## config.mk

```make
export PLATFORM = sky130hd
export DESIGN_NAME = rails_case_loader
export DESIGN_NICKNAME = d
export VERILOG_FILES = /design/src/rtl/rails_case_loader.sv
export SDC_FILE = /design/constraint.sdc
export NUM_CORES = 1
export LEC_CHECK = 0
export ABC_AREA = 1
export BUFFER_PORTS_ARGS = -buffer_cell sky130_fd_sc_hd__buf_2
export CORE_ASPECT_RATIO = 1.2
export CORE_MARGIN = 2
export CORE_UTILIZATION = 55
export DETAILED_ROUTE_END_ITERATION = 7
export HOLD_SLACK_MARGIN = 0.08
export PLACE_DENSITY = 0.76
export SYNTH_ARGS = -nofsm -noshare
export SYNTH_HDL_FRONTEND = slang
export SYNTH_SLANG_ARGS = --single-unit
```

## constraint.sdc

```tcl
create_clock -name clk -period 3.9 [get_ports clk]
set_input_delay 0.195 -clock clk [delete_from_list [all_inputs] [get_ports clk]]
set_output_delay 0.195 -clock clk [all_outputs]
set_load 0.01 [all_outputs]
```

## src/rtl/rails_case_loader.sv

```systemverilog
// rails_case_loader: buffers one valid/ready case, replays it to the rails checker and forwards its verdict.
// Define RAILS_LDR_CHECK_EN to reject cases whose data1 entries are not a permutation of 1..N.
module rails_case_loader #(
  parameter int MAX_TRAINS = 10,
  parameter int DW = 4
) (
  input  logic          clk,
  input  logic          reset,
  input  logic          in_valid,
  output logic          in_ready,
  input  logic          in_last,
  input  logic [DW-1:0] in_data1,
  input  logic [DW-1:0] in_data2,
  output logic          chk_rst,
  output logic [DW-1:0] number,
  output logic [DW-1:0] data1,
  output logic [DW-1:0] data2,
  input  logic          chk_valid,
  input  logic          chk_res1,
  input  logic          chk_res2,
  output logic          res_valid,
  output logic          res1,
  output logic          res2,
  output logic          res_err
);
  localparam int CW = $clog2(MAX_TRAINS + 1);
  localparam int TO = 4 * MAX_TRAINS + 8;
  localparam int TW = $clog2(TO + 1);
  typedef enum logic [2:0] {LOAD, LAUNCH, STREAM, WAIT, RESULT} state_t;
  state_t state_q, state_d;
  logic [DW-1:0] buf1_q [MAX_TRAINS];
  logic [DW-1:0] buf1_d [MAX_TRAINS];
  logic [DW-1:0] buf2_q [MAX_TRAINS];
  logic [DW-1:0] buf2_d [MAX_TRAINS];
  logic [CW-1:0] cnt_q, cnt_d, k_q, k_d;
  logic [TW-1:0] tmr_q, tmr_d;
  logic          err_q, err_d, in_ready_q, in_ready_d, chk_rst_q, chk_rst_d;
  logic [DW-1:0] number_q, number_d, data1_q, data1_d, data2_q, data2_d;
  logic          res_valid_q, res_valid_d, res1_q, res1_d, res2_q, res2_d, res_err_q, res_err_d;
`ifdef RAILS_LDR_CHECK_EN
  // A valid case sets exactly the low N bits of the seen mask; duplicates or out-of-range ids cannot.
  logic [MAX_TRAINS-1:0] seen_q, seen_d, want;
`endif
  always_comb begin
    state_d     = state_q;
    buf1_d      = buf1_q;
    buf2_d      = buf2_q;
    cnt_d       = cnt_q;
    k_d         = k_q;
    tmr_d       = tmr_q;
    err_d       = err_q;
    in_ready_d  = in_ready_q;
    chk_rst_d   = chk_rst_q;
    number_d    = number_q;
    data1_d     = data1_q;
    data2_d     = data2_q;
    res_valid_d = 1'b0;
    res1_d      = res1_q;
    res2_d      = res2_q;
    res_err_d   = res_err_q;
`ifdef RAILS_LDR_CHECK_EN
    seen_d = seen_q;
    for (int i = 0; i < MAX_TRAINS; i++) want[i] = CW'(i) < cnt_q;
`endif
    case (state_q)
      LOAD: if (in_valid && in_ready_q) begin
        if (cnt_q == CW'(MAX_TRAINS)) err_d = 1'b1;
        else begin
          buf1_d[cnt_q] = in_data1;
          buf2_d[cnt_q] = in_data2;
          cnt_d = cnt_q + 1'b1;
`ifdef RAILS_LDR_CHECK_EN
          for (int i = 0; i < MAX_TRAINS; i++) if (in_data1 == DW'(i + 1)) seen_d[i] = 1'b1;
`endif
        end
        if (in_last) begin
          in_ready_d = 1'b0;
          state_d = LAUNCH;
        end
      end
      LAUNCH: begin
`ifdef RAILS_LDR_CHECK_EN
        if (seen_q != want) err_d = 1'b1;
`endif
        if (err_d) begin
          res_valid_d = 1'b1;
          res1_d = 1'b0;
          res2_d = 1'b0;
          res_err_d = 1'b1;
          state_d = RESULT;
        end else begin
          chk_rst_d = 1'b0;
          number_d = DW'(cnt_q);
          k_d = '0;
          state_d = STREAM;
        end
      end
      STREAM: begin
        data1_d = buf1_q[k_q];
        data2_d = buf2_q[k_q];
        tmr_d = '0;
        k_d = (k_q == cnt_q - 1'b1) ? '0 : k_q + 1'b1;
        state_d = (k_q == cnt_q - 1'b1) ? WAIT : STREAM;
      end
      WAIT: begin
        if (chk_valid || tmr_q == TW'(TO - 1)) begin
          err_d = !chk_valid;
          res_valid_d = 1'b1;
          res1_d = chk_valid & chk_res1;
          res2_d = chk_valid & chk_res2;
          res_err_d = !chk_valid;
          chk_rst_d = 1'b1;
          state_d = RESULT;
        end else tmr_d = tmr_q + 1'b1;
      end
      RESULT: begin
        chk_rst_d = 1'b1;
        cnt_d = '0;
        err_d = 1'b0;
        in_ready_d = 1'b1;
`ifdef RAILS_LDR_CHECK_EN
        seen_d = '0;
`endif
        state_d = LOAD;
      end
      default: state_d = LOAD;
    endcase
  end
  always_ff @(posedge clk or negedge reset) begin
    if (!reset) begin
      state_q     <= LOAD;
      buf1_q      <= '{default: '0};
      buf2_q      <= '{default: '0};
      cnt_q       <= '0;
      k_q         <= '0;
      tmr_q       <= '0;
      err_q       <= 1'b0;
      in_ready_q  <= 1'b1;
      chk_rst_q   <= 1'b1;
      number_q    <= '0;
      data1_q     <= '0;
      data2_q     <= '0;
      res_valid_q <= 1'b0;
      res1_q      <= 1'b0;
      res2_q      <= 1'b0;
      res_err_q   <= 1'b0;
`ifdef RAILS_LDR_CHECK_EN
      seen_q      <= '0;
`endif
    end else begin
      state_q     <= state_d;
      buf1_q      <= buf1_d;
      buf2_q      <= buf2_d;
      cnt_q       <= cnt_d;
      k_q         <= k_d;
      tmr_q       <= tmr_d;
      err_q       <= err_d;
      in_ready_q  <= in_ready_d;
      chk_rst_q   <= chk_rst_d;
      number_q    <= number_d;
      data1_q     <= data1_d;
      data2_q     <= data2_d;
      res_valid_q <= res_valid_d;
      res1_q      <= res1_d;
      res2_q      <= res2_d;
      res_err_q   <= res_err_d;
`ifdef RAILS_LDR_CHECK_EN
      seen_q      <= seen_d;
`endif
    end
  end
  assign in_ready  = in_ready_q;
  assign chk_rst   = chk_rst_q;
  assign number    = number_q;
  assign data1     = data1_q;
  assign data2     = data2_q;
  assign res_valid = res_valid_q;
  assign res1      = res1_q;
  assign res2      = res2_q;
  assign res_err   = res_err_q;
endmodule

```

==> results of run 1 <==
[through the flow]
step / instance area, um2 / hold slack [ps] / power [uW] / utilization [%] / worst slack, ps
2_1_floorplan: 5680 / -101 / 3260 / - / 2290
3_3_place_gp: 5850 / 362 / 3710 / 58.2 / 1820
3_5_place_dp: 5850 / 373 / 3790 / 58.2 / 1720
4_1_cts: 6540 / 90.4 / 5560 / 65.0 / 1680
5_1_grt: 6540 / 130 / 5930 / 65.0 / 1370
6_report: 6540 / 99.3 / 5560 / 65.0 / 1640
[worst min path at each step]
| stage | end | depth (start not counted) | slack (ps) |
|---|---|---|---|
| after global routing | in_ready | 5 | 130 |
| after CTS | in_ready | 5 | 90 |
| final | in_ready | 5 | 100 |
| after global placement | res1 | 1 | 360 |
| after detailed placement | res2 | 1 | 370 |
| after floorplan | buf1_q[0] | 0 | -100 |
[cells by family after synthesis]
group | Yosys count | synth area share (%)
and+or+nand+nor | 379 | 28.3
buffers and inverters | 71 | 6.43
DFF | 116 | 51.1
adders and majority gates | 7 | 1.54
AOI/OAI and AO/OA | 128 | 12.0
xor gates and xnor gates | 4 | 0.616
[synth_stat cells, drive strengths merged]
master | count | area share (%)
xor2 | 4 | 0.62
nand4 | 2 | 0.22
clkinv | 3 | 0.20
ha | 7 | 1.5
dfrtp | 114 | 50
or2 | 2 | 0.22
clkbuf | 8 | 0.53
nand2 | 276 | 20
nor3 | 1 | 0.18
inv | 43 | 3.1
o22ai | 1 | 0.11
nor2 | 53 | 3.8
dfstp | 2 | 0.92
o21ai | 105 | 9.9
buf | 17 | 2.6
nand3 | 45 | 4.0
a21oi | 22 | 1.9
[per-layer routing]
layer,GRT usage [%],share of wire [%],wire (um)
met1,30.1,40,5630
met2,49.2,53,7370
met3,5.47,4.2,584
met4,11.8,3.0,416
met5,0,0,0
[cell type report]
class                           count  area, um2
Fill cell                         821       3520
Multi-Input combinational cell    518       2410
Inverter                           46        185
Clock inverter                     11        205
Timing Repair Buffer               39        223
Tap cell                          126        158
Sequential cell                   116       2910
Clock buffer                       21        450
[registers in the layout, indices dropped and copies added (netlist names)]
| name | count |
|---|---|
| buf1_q | 40 |
| buf2_q | 40 |
| chk_rst | 1 |
| cnt_q | 4 |
| data1 | 4 |
| data2 | 4 |
| err_q | 1 |
| in_ready | 1 |
| k_q | 4 |
| number | 4 |
| res1 | 1 |
| res2 | 1 |
| res_err | 1 |
| res_valid | 1 |
| state_q | 3 |
| tmr_q | 6 |
[worst max-delay path, stage by stage (launching register included)]
cell	delay [ps]
dfrtp_1	920
clkinv_1	490
nand2_1	160
nand3_1	90
nor2_1	140
nand2_1	130
nand3_1	90
o21ai_0	110
[power by group through the flow]
stage                     logic, uW  registers [uW]  clock network (uW)
after global routing           2090            2040                1790
final                          1840            1980                1730
after CTS                      1840            1980                1740
after floorplan                1330            1930                   0
after detailed placement       1800            1990                   0
after global placement         1740            1970                   0
==> summary.txt, run 1 <==
Floorplan
  – Overall die area: 11200 um2
  – Core outline area: 10100 um2
  – Number of core rows: 40
  – Initial Utilization: between 50% and 60%
  – Die height: 115 um
  – Count of pins on the block boundary: 33
  – Die outline width: 96.8 um

Clock tree
  – Cts bufs inserted: 17
  – Buffer levels on the longest clock path: 2
  – Clk Tree Root Cell: clkbuf_16
  – TritonCTS clock tree: built
  – H-tree lvl count: 4
  – Clock latency on the worst-skew pair: 420 ps
  – Quantity of hold-fixing buffers added after cts: 3
  – Number of gates resized after cts: 0
  – Number of buffers added for setup after CTS: 0
  – Clock transition at path regs: 50 ps
  – Sink Count: 116

Setup path
  – Type of the worst setup path: reg -> reg
  – Reg-to-reg critical path endpoint: k_q[2]
  – Worst-case reg-to-reg path depth: 7
  – Kind of start point of the critical path: register
  – Critical-path maximum fanout: 29
  – Reg-to-Reg Start: k_q[1]
  – Crit. Startpoint: k_q[1]
  – Arrival time at the worst endpoint: 2540 ps
  – R2R setup slack: 1640 ps
  – Nature of the critical path endpoint: register
  – Worst setup path endpoint: k_q[2]
  – Worst EP required: around 4200 ps

STA
  – Max Slew Vio Count: 0
  – Unrepaired setup endpoints after global routing: false
  – Maximum operating frequency: about 440 MHz
  – Worst slew pin tran: between 900 and 1000 ps
  – Part of the cycle the worst path needs: 58.1%
  – Fin Setup TNS: 0 ps
  – Final worst path period need: 2260 ps
  – Fin. Hold Viols: 0
  – Fin Clk Skew: 6.03 ps
  – Final count of negative-setup-slack endpoints: 0
  – Worst relative slew slack: 39.5%

Placed design
  – Count of input and output buffers: 32
  – DP Wirelength: 9070 um
  – Number of instances in the placed design: 842
  – Routability congestion estimate: 0.890

Hold path
  – Classification of the worst-slack hold path: in -> reg
  – Startpoint of the tightest hold check path: in_last

Power and ir drop
  – Portion of total power attributed to combinational logic: 33.1%
  – Internal power of the cells: 3500 uW
  – Leakage: 0.00345 uW
  – Clock share of power: 31.2%
  – Maximum ir drop on the vdd rail: ~0.50 mV
  – Net load switching power: 2060 uW
  – Power density over the cells: 850 nW/um2
  – Sequential share of power: between 30 and 40%
  – Switching power share of the total: between 30% and 40%

Synthesis
  – Syn Inst Count: 705
  – Post-synthesis area per instance: 8.06 um2
  – Cell area after synthesis: 5680 um2
  – Post-synthesis sequential area ratio: 51.1%
  – Unique masters post-synth: 27
  – Synthesis-stage register bit count: 116
  – Synthesized netlist net count: 727
  – Warnings, synthesis: 0

Global route
  – Total gr overflow: 0
  – Largest net degree at the start of global routing: 69
  – First-pass GRT wire length: roughly 23000 um
  – Global-route usage over all layers: 26.7%
  – Number of global-route vias before repair: 4847
  – Number of antenna violations at the first check in global routing: 0

Cells and area
  – Share of final-layout standard cells stronger than drive strength 1: 14.0%
  – Most common cell after layout, fill and taps aside: nand2_1
  – Number of diodes added for antenna fixing: 0
  – Commonest cells after routing, fill and taps aside: 260 x nand2_1, 114 x dfrtp_1, 73 x o21ai_1, 49 x nor2_1, 45 x nand3_1
  – Net count reported at finish: 760
  – Non-filler cells in the finished layout: 877
  – Area added between synthesis and finish: 15.1%

Run
  – Max cap viols: 0

Drt
  – Remaining number of nets flagged by the antenna check after routing: 0
  – Total Routed Length: 14000 um
  – Via total after detailed routing: 4821
  – Drt pass-1 iters: 4
  – Detail-routed via count per cell: between 5 and 6
  – Count of unresolved DRC violations after routing: 0
  – Count of routing violations after the opening detailed-route iteration: 352
  – Routed wire per std cell: 16.0 um

Run status
  – Outcome: finished, final reports clean
Power figures use the tool's default switching activity.
==> inputs of run 2 (changes only) <==
--- a/config.mk
+++ b/config.mk
@@ -5,7 +5,7 @@
 export SDC_FILE = /design/constraint.sdc
 export NUM_CORES = 1
 export LEC_CHECK = 0
-export ABC_AREA = 1
+export ABC_AREA = 0
 export BUFFER_PORTS_ARGS = -buffer_cell sky130_fd_sc_hd__buf_2
 export CORE_ASPECT_RATIO = 1.2
 export CORE_MARGIN = 2
==> constraint.sdc (replaced) <==
create_clock -name clk -period 2.3 [get_ports clk]
set_input_delay 0.115 -clock clk [delete_from_list [all_inputs] [get_ports clk]]
set_output_delay 0.115 -clock clk [all_outputs]
set_load 0.01 [all_outputs]
==> run 2 against run 1 <==
Sequential share of layout area down 1.7 points. Area after synthesis decreased by 0.79%. Clock skew is 2.1 ps higher.
==> summary.txt, run 2 <==
Run status
  – Outcome: finished, final reports clean

Setup path
  – Worst-case reg-to-reg path depth: 6 (-1)
  – Kind of start point of the critical path: register
  – Crit. Startpoint: cnt_q[0]
  – R2R setup slack: 150 ps (-1490 ps)
  – Reg-to-Reg Start: cnt_q[0]
  – Nature of the critical path endpoint: register
  – Arrival time at the worst endpoint: 2440 ps (-100 ps)
  – Type of the worst setup path: reg -> reg
  – Worst EP required: 2590 ps (-1590 ps)
  – Worst setup path endpoint: buf2_q[31]
  – Reg-to-reg critical path endpoint: buf2_q[31]
  – Critical-path maximum fanout: 12 (-59%)

Cells and area
  – Commonest cells after routing, fill and taps aside: 114 x dfrtp_1, 63 x mux2_1, 37 x a21oi_1, 31 x buf_2, 30 x buf_4
  – Number of diodes added for antenna fixing: 0 (unchanged)
  – Area added between synthesis and finish: 20.5%
  – Largest registers: buf1_q (40), buf2_q (40), tmr_q (6)
  – Net count reported at finish: 518 (-32%)
  – Share of final-layout standard cells stronger than drive strength 1: 29.1% (+15 points)
  – Non-filler cells in the finished layout: 634 (-28%)
  – Most common cell after layout, fill and taps aside: dfrtp_1
  – Fillcell total: 713 (-13%)
  – Area of the multi-input gates: 2520 um2 (+4.6%)
  – Register Area: 2910 um2 (unchanged)

Synthesis
  – Warnings, synthesis: 0 (unchanged)
  – Post-synthesis area per instance: 13.3 um2 (+65%)
  – Synth area leaders: dfrtp_1 51%, mux2_1 13%, mux4_2 6.4%
  – Multiplexer fraction of the synthesized cell area: 25.3% (+25 points)
  – Synthesized netlist net count: 445 (-39%)
  – Post-synthesis sequential area ratio: 51.5% (+0.41 points)
  – Fraction of registers with async set or reset after synthesis: 100% (unchanged)
  – Cell area after synthesis: 5640 um2 (-0.79%)
  – Xor and xnor fraction of the mapped netlist area: 1.35% (+0.74 points)
  – Post-synthesis share of cell area spent on and, or, nand and nor gates: 7.35% (-21 points)
  – Cell accounting for the most synthesized area: dfrtp_1
  – Syn Inst Count: 423 (-40%)
  – Ranking of synthesized cells by instance count: 114 x dfrtp_1, 63 x mux2_1, 37 x a21oi_1
  – Adder and majority gate portion of the synthesized area: 1.55% (+0.012 points)
  – Unique masters post-synth: 52 (+93%)
  – Post-synth EDFFs: 0 (unchanged)
  – Complex-gate fraction of the synthesized area: 9.17% (-2.8 points)
  – Main combinational cell family by area after synthesis: multiplexers
  – Predominant post-synthesis flop cell: dfrtp_1
  – Count leader, synth: dfrtp_1
  – Synthesis-stage register bit count: 116 (unchanged)
  – Portion of synthesized cell area occupied by the leading cell type: 50.6% (+0.40 points)

STA
  – Max Slew Vio Count: 0 (unchanged)
  – Part of the cycle the worst path needs: 93.6% (+36 points)
  – Fin. Hold Viols: 0 (unchanged)
  – Final count of negative-setup-slack endpoints: 0 (unchanged)
  – Final worst path period need: 2150 ps (-111 ps)
  – Fin Clk Skew: 8.09 ps (+2.06 ps)
  – Crit path setup slack, layout: 147 ps (-1490 ps)
  – Maximum operating frequency: 464 MHz (+5.1%)
  – Fin Setup TNS: 0 ps (unchanged)
  – Unrepaired setup endpoints after global routing: false
  – Worst slew pin tran: 621 ps (-287 ps)
  – Worst relative slew slack: 58.6% (+19 points)

Drt
  – Total Routed Length: 12700 um (-9.5%)
  – Detail-routed via count per cell: 6.09 (+11%)
  – Drt pass-1 iters: 4 (unchanged)
  – Count of unresolved DRC violations after routing: 0 (unchanged)
  – Count of routing violations after the opening detailed-route iteration: 234 (-34%)
  – Remaining number of nets flagged by the antenna check after routing: 0 (unchanged)
  – Routed wire per std cell: 20.0 um (+25%)
  – Via total after detailed routing: 3859 (-20%)

Clock tree
  – TritonCTS clock tree: built
  – Cts bufs inserted: 17 (unchanged)
  – Buffer levels on the longest clock path: 2 (unchanged)
  – H-tree lvl count: 4 (unchanged)
  – Quantity of hold-fixing buffers added after cts: 15 (+12)
  – Number of buffers added for setup after CTS: 0 (unchanged)
  – Sink Count: 116 (unchanged)
  – Number of gates resized after cts: 0 (unchanged)
  – Clock latency on the worst-skew pair: 410 ps (about the same)
  – Clk Tree Root Cell: clkbuf_16
  – Clock transition at path regs: 50 ps (about the same)

Global route
  – Number of antenna violations at the first check in global routing: 0 (unchanged)
  – Number of global-route vias before repair: 4022 (-17%)
  – Total gr overflow: 0 (unchanged)
  – First-pass GRT wire length: 20700 um (-11%)
  – Global-route usage over all layers: 25.5% (-1.2 points)
  – Largest net degree at the start of global routing: 44 (-36%)

Power and ir drop
  – Internal power of the cells: 5850 uW (+67%)
  – Switching power share of the total: 32.4% (-4.6 points)
  – Portion of total power attributed to combinational logic: 33.9% (+0.8 points)
  – Maximum ir drop on the vdd rail: 0.783 mV (+57%)
  – Net load switching power: 2810 uW (+36%)
  – Clock share of power: 29.2% (-2.0 points)
  – Sequential share of power: 36.9% (+1.2 points)
  – Power density over the cells: 1270 nW/um2 (+50%)
  – Leakage: 0.00330 uW (-4.2%)

Placed design
  – Placement-stage worst setup slack: 198 ps (-1520 ps)
  – Count of input and output buffers: 32 (unchanged)
  – DP Wirelength: 8330 um (-8.2%)
  – Routability congestion estimate: 0.813 (-8.7%)
  – Number of instances in the placed design: 588 (-30%)

Floorplan
  – Core outline area: 10000 um2 (-0.50%)
  – Count of pins on the block boundary: 33 (unchanged)
  – Initial Utilization: 56.3% (-0.17 points)
  – Number of core rows: 40 (unchanged)
  – Die outline width: 96.4 um (-0.38%)
  – Overall die area: 11100 um2 (-0.76%)
  – Die height: 115 um (-0.38%)

Hold path
  – Classification of the worst-slack hold path: in -> reg
  – Startpoint of the tightest hold check path: chk_valid

Run
  – Max cap viols: 0 (unchanged)
## run 2: changes by cell type in the layout (fill, tap and decap cells not counted), sizes merged, moves of 28 or more
cell	before	now
o21ai	105	13
nor2	53	8
nand2	276	18
mux2	0	86
buf	36	64
inv	43	9
nand3	45	8
## run 2: worst min-delay path by stage
stage	endpoint	slack (ps)	depth (start not counted)
finish	state_q[1]	110	3
global route	state_q[1]	130	3
CTS	state_q[1]	90	3
floorplan	buf1_q[0]	-180	0
global placement	number[2]	140	1
detailed placement	number[2]	160	1
## run 2: cell families after synthesis
kind of cell,after synthesis
buffers and inverters,34
multiplexers,112
AND/OR/NAND/NOR,68
flip-flops,116
XOR/XNOR,7
AO/OA/AOI/OAI,79
adder cells (fa/ha/maj),7
## run 2: power groups by stage
stage                     Clock [uW]  Sequential [uW]  Combinational, uW
final                           2530             3190               2930
after global routing            2650             3290               3210
after CTS                       2560             3190               2940
after detailed placement           0             3220               2880
after global placement             0             3180               2760
after floorplan                    0             3150               2050
## run 2: worst max-delay path: stages, from the launching register on
cell,delay [ps]
dfrtp_1,340
inv_1,80
ha_1,230
nand3b_2,100
and4_1,460
and4bb_2,460
mux2_2,370
## run 2: final cells by class
class | count | share of cell area (%)
repair buffers | 79 | 8.69
multi-input cells | 273 | 37.2
inverters | 9 | 0.497
clock inverters | 8 | 1.09
flip-flops and latches | 116 | 42.8
clock buffers | 23 | 7.48
well taps | 126 | 2.32
## run 2: layer usage
metal,wire length [um],vias to the layer above,track usage [%]
met2,6560,107,42.7
met1,5070,1992,31.2
met4,416,0,12.2
met3,611,36,5.77
li1,-,1724,-
met5,0,-,0
## run 2: stage by stage
stage          cell area, um2  hold WS (ps)  power (uW)  util [%]
2_1_floorplan            5640          -181        5200         -
3_3_place_gp             6060           143        5940      60.6
3_5_place_dp             6060           157        6100      60.6
4_1_cts                  6790          86.1        8700      67.9
5_1_grt                  6790           127        9140      67.9
6_report                 6790           110        8650      67.9
==> inputs of run 3 (changes only) <==
--- a/config.mk
+++ b/config.mk
@@ -13,6 +13,7 @@
 export DETAILED_ROUTE_END_ITERATION = 7
 export HOLD_SLACK_MARGIN = 0.08
 export PLACE_DENSITY = 0.76
+export SLEW_MARGIN = 30
 export SYNTH_ARGS = -nofsm -noshare
 export SYNTH_HDL_FRONTEND = slang
 export SYNTH_SLANG_ARGS = --single-unit
==> constraint.sdc (replaced) <==
create_clock -name clk -period 2.5 [get_ports clk]
set_input_delay 0.125 -clock clk [delete_from_list [all_inputs] [get_ports clk]]
set_output_delay 0.125 -clock clk [all_outputs]
set_load 0.01 [all_outputs]
==> run 3 against run 2 <==
Clock power about the same. Power down 6.6%. Hold slack worse by 13 ps. Combinational power down 11%. Clock skew down 2.0 ps. Setup slack better by 39 ps. Core utilization down 0.89 points. Final area down 1.3%. Die area unchanged. Via count down 3.7%. Critical path type unchanged. Critical endpoint is now buf2_q[29]. Largest cell class unchanged. Highest routed layer unchanged.
==> summary.txt, run 3 (synthesis gave the netlist of run 2 again) <==
Setup path
  – Nature of the critical path endpoint: register
  – Total stage count of the critical path: 5 (-1)
  – Worst-case reg-to-reg path depth: 5 (-1)
  – Cell type group with the largest total delay on the critical path: simple AND/OR/NAND/NOR gates
  – Worst-path cell with the longest stage delay: and4bb_2
  – Critical-path maximum fanout: 12 (unchanged)
  – Worst EP required: 2780 ps (+190 ps)
  – CP cell instances: ha_1 > nand3b_2 > and4_1 > and4bb_2 > mux2_2
  – Count of buffering cells on the critical path with inverters included: 0 (-1)
  – Kind of start point of the critical path: register
  – Type of the worst setup path: reg -> reg
  – Arrival time at the worst endpoint: 2600 ps (+160 ps)
  – Slowest cell delay on critical path: 490 ps (+30 ps)

Global route
  – Largest net degree at the start of global routing: 49 (+11%)
  – Number of global-route vias before repair: 4057 (+0.87%)
  – Number of antenna violations at the first check in global routing: 0 (unchanged)
  – Total gr overflow: 0 (unchanged)
  – Global-route usage over all layers: 25.0% (-0.52 points)
  – First-pass GRT wire length: 20400 um (-1.8%)

Power and ir drop
  – Portion of total power attributed to combinational logic: 32.4% (-1.5 points)
  – Leakage: 0.00324 uW (-2.1%)
  – Net load switching power: 2590 uW (-7.6%)
  – Maximum ir drop on the vdd rail: 0.638 mV (-18%)
  – Switching power share of the total: 32.1% (-0.37 points)
  – Clock share of power: 31.2% (+2.0 points)
  – Internal power of the cells: 5490 uW (-6.1%)
  – Sequential share of power: 36.3% (-0.6 points)
  – Power density over the cells: 1210 nW/um2 (-5.3%)
  – Overall power: 8080 uW (-6.6%)

STA
  – Worst slew pin tran: 590 ps (-30.4 ps)
  – Maximum operating frequency: 432 MHz (-6.9%)
  – Worst relative slew slack: 60.5% (+1.9 points)
  – Final count of negative-setup-slack endpoints: 0 (unchanged)
  – Fin Setup TNS: 0 ps (unchanged)
  – Fin Clk Skew: 6.08 ps (-2.01 ps)
  – Part of the cycle the worst path needs: 92.6% (-1.1 points)
  – Fin. Hold Viols: 0 (unchanged)
  – Final worst path period need: 2310 ps (+161 ps)
  – Max Slew Vio Count: 0 (unchanged)
  – Unrepaired setup endpoints after global routing: false

Floorplan
  – Count of pins on the block boundary: 33 (unchanged)
  – Number of core rows: 40 (unchanged)
  – Core outline area: 10000 um2 (unchanged)
  – Die outline width: 96.4 um (unchanged)
  – Die height: 115 um (unchanged)
  – Overall die area: 11100 um2 (unchanged)
  – Initial Utilization: 56.3% (unchanged)

Drt
  – Total Routed Length: 12500 um (-0.94%)
  – Remaining number of nets flagged by the antenna check after routing: 0 (unchanged)
  – Routed wire per std cell: 20.2 um (+1.3%)
  – Drt pass-1 iters: 4 (unchanged)
  – Count of routing violations after the opening detailed-route iteration: 256 (+9.4%)
  – Via total after detailed routing: 3716 (-3.7%)
  – Count of unresolved DRC violations after routing: 0 (unchanged)
  – Detail-routed via count per cell: 5.99 (-1.5%)

Clock tree
  – Clock transition at path regs: 50 ps (about the same)
  – TritonCTS clock tree: built
  – Number of buffers added for setup after CTS: 0 (unchanged)
  – Clock latency on the worst-skew pair: 400 ps (about the same)
  – Clk Tree Root Cell: clkbuf_16
  – H-tree lvl count: 4 (unchanged)
  – Buffer levels on the longest clock path: 2 (unchanged)
  – Cts bufs inserted: 17 (unchanged)
  – Number of gates resized after cts: 0 (unchanged)
  – Sink Count: 116 (unchanged)

Cells and area
  – Area of the multi-input gates: 2520 um2 (unchanged)
  – Largest registers: buf1_q (40), buf2_q (40), tmr_q (6)
  – Area added between synthesis and finish: 18.9%
  – Commonest cells after routing, fill and taps aside: 114 x dfrtp_1, 63 x mux2_1, 37 x a21oi_1, 31 x buf_2, 23 x mux2_2
  – Most common cell after layout, fill and taps aside: dfrtp_1
  – Fillcell total: 735 (+3.1%)
  – Number of diodes added for antenna fixing: 0 (unchanged)
  – Net count reported at finish: 503 (-2.9%)
  – Share of final-layout standard cells stronger than drive strength 1: 27.5% (-1.6 points)
  – Register Area: 2910 um2 (unchanged)

Hold path
  – Hold depth: 2 (-1)
  – Classification of the worst-slack hold path: in -> reg

Placed design
  – DP Wirelength: 7690 um (-7.6%)
  – Count of input and output buffers: 32 (unchanged)
  – Routability congestion estimate: 0.786 (-3.3%)

Run
  – Max cap viols: 0 (unchanged)

Run status
  – Outcome: finished, final reports clean
[run 3: changes by cell type in the layout (fill, tap and decap cells not counted)]
cell / change
buf_12: -1
dlygate4sd3_1: -3
buf_4: -11
clkinv_2: -1
clkinv_4: +1
clkbuf_1: +1
clkinvlp_4: +2
bufinv_16: +3
clkbuf_8: -5
[run 3: power groups by stage]
stage          logic [uW]  registers [uW]  clock network (uW)
2_1_floorplan        1880            2900                   0
3_3_place_gp         2490            2910                   0
3_5_place_dp         2570            2950                   0
4_1_cts              2640            2930                2560
5_1_grt              2880            3020                2640
6_report             2620            2940                2520
[run 3: what timing repair did]
| action | CTS | global route |
|---|---|---|
| hold buffers | 12 | 0 |
| endpoints found under the hold margin | 75 | 0 |
| setup endpoints to repair | 0 | 0 |
[run 3: final timing paths]
check / end / slack, ps / from
worst max-delay path: buf2_q[29] / 190 / cnt_q[1]
worst min-delay path: buf2_q[23] / 100 / in_data2[3]
worst max register to register: buf2_q[29] / 190 / cnt_q[1]
worst min register to register: buf1_q[4] / 480 / buf1_q[4]
max in group asynchronous: buf1_q[21] / 1460 / reset
min in group asynchronous: number[3] / 270 / reset
[run 3: layout make-up]
cell class                 count  share of cell area (%)
clock inverter                13                    2.72
multi-input combinational    273                    37.6
sequential                   116                    43.3
tap                          126                    2.35
inverter                       9                   0.504
clock buffer                  19                    6.61
timing repair buffer          64                    6.83
[run 3: per-layer routing]
layer	wire, um	global-route usage [%]
met5	0	0
met4	316	12.7
met3	574	5.83
met2	6450	40.8
met1	5210	31.1
[run 3: per-stage QoR]
stage	setup WS, ps	util (%)	cell area, um2	hold WS (ps)	std cells
after detailed placement	241	59.5	5960	166	576
final	186	67.0	6700	97.0	620
after global routing	87.2	67.0	6700	95.3	620
after floorplan	508	-	5640	-171	423
after global placement	341	59.5	5960	155	576
after CTS	214	67.0	6700	80.5	620
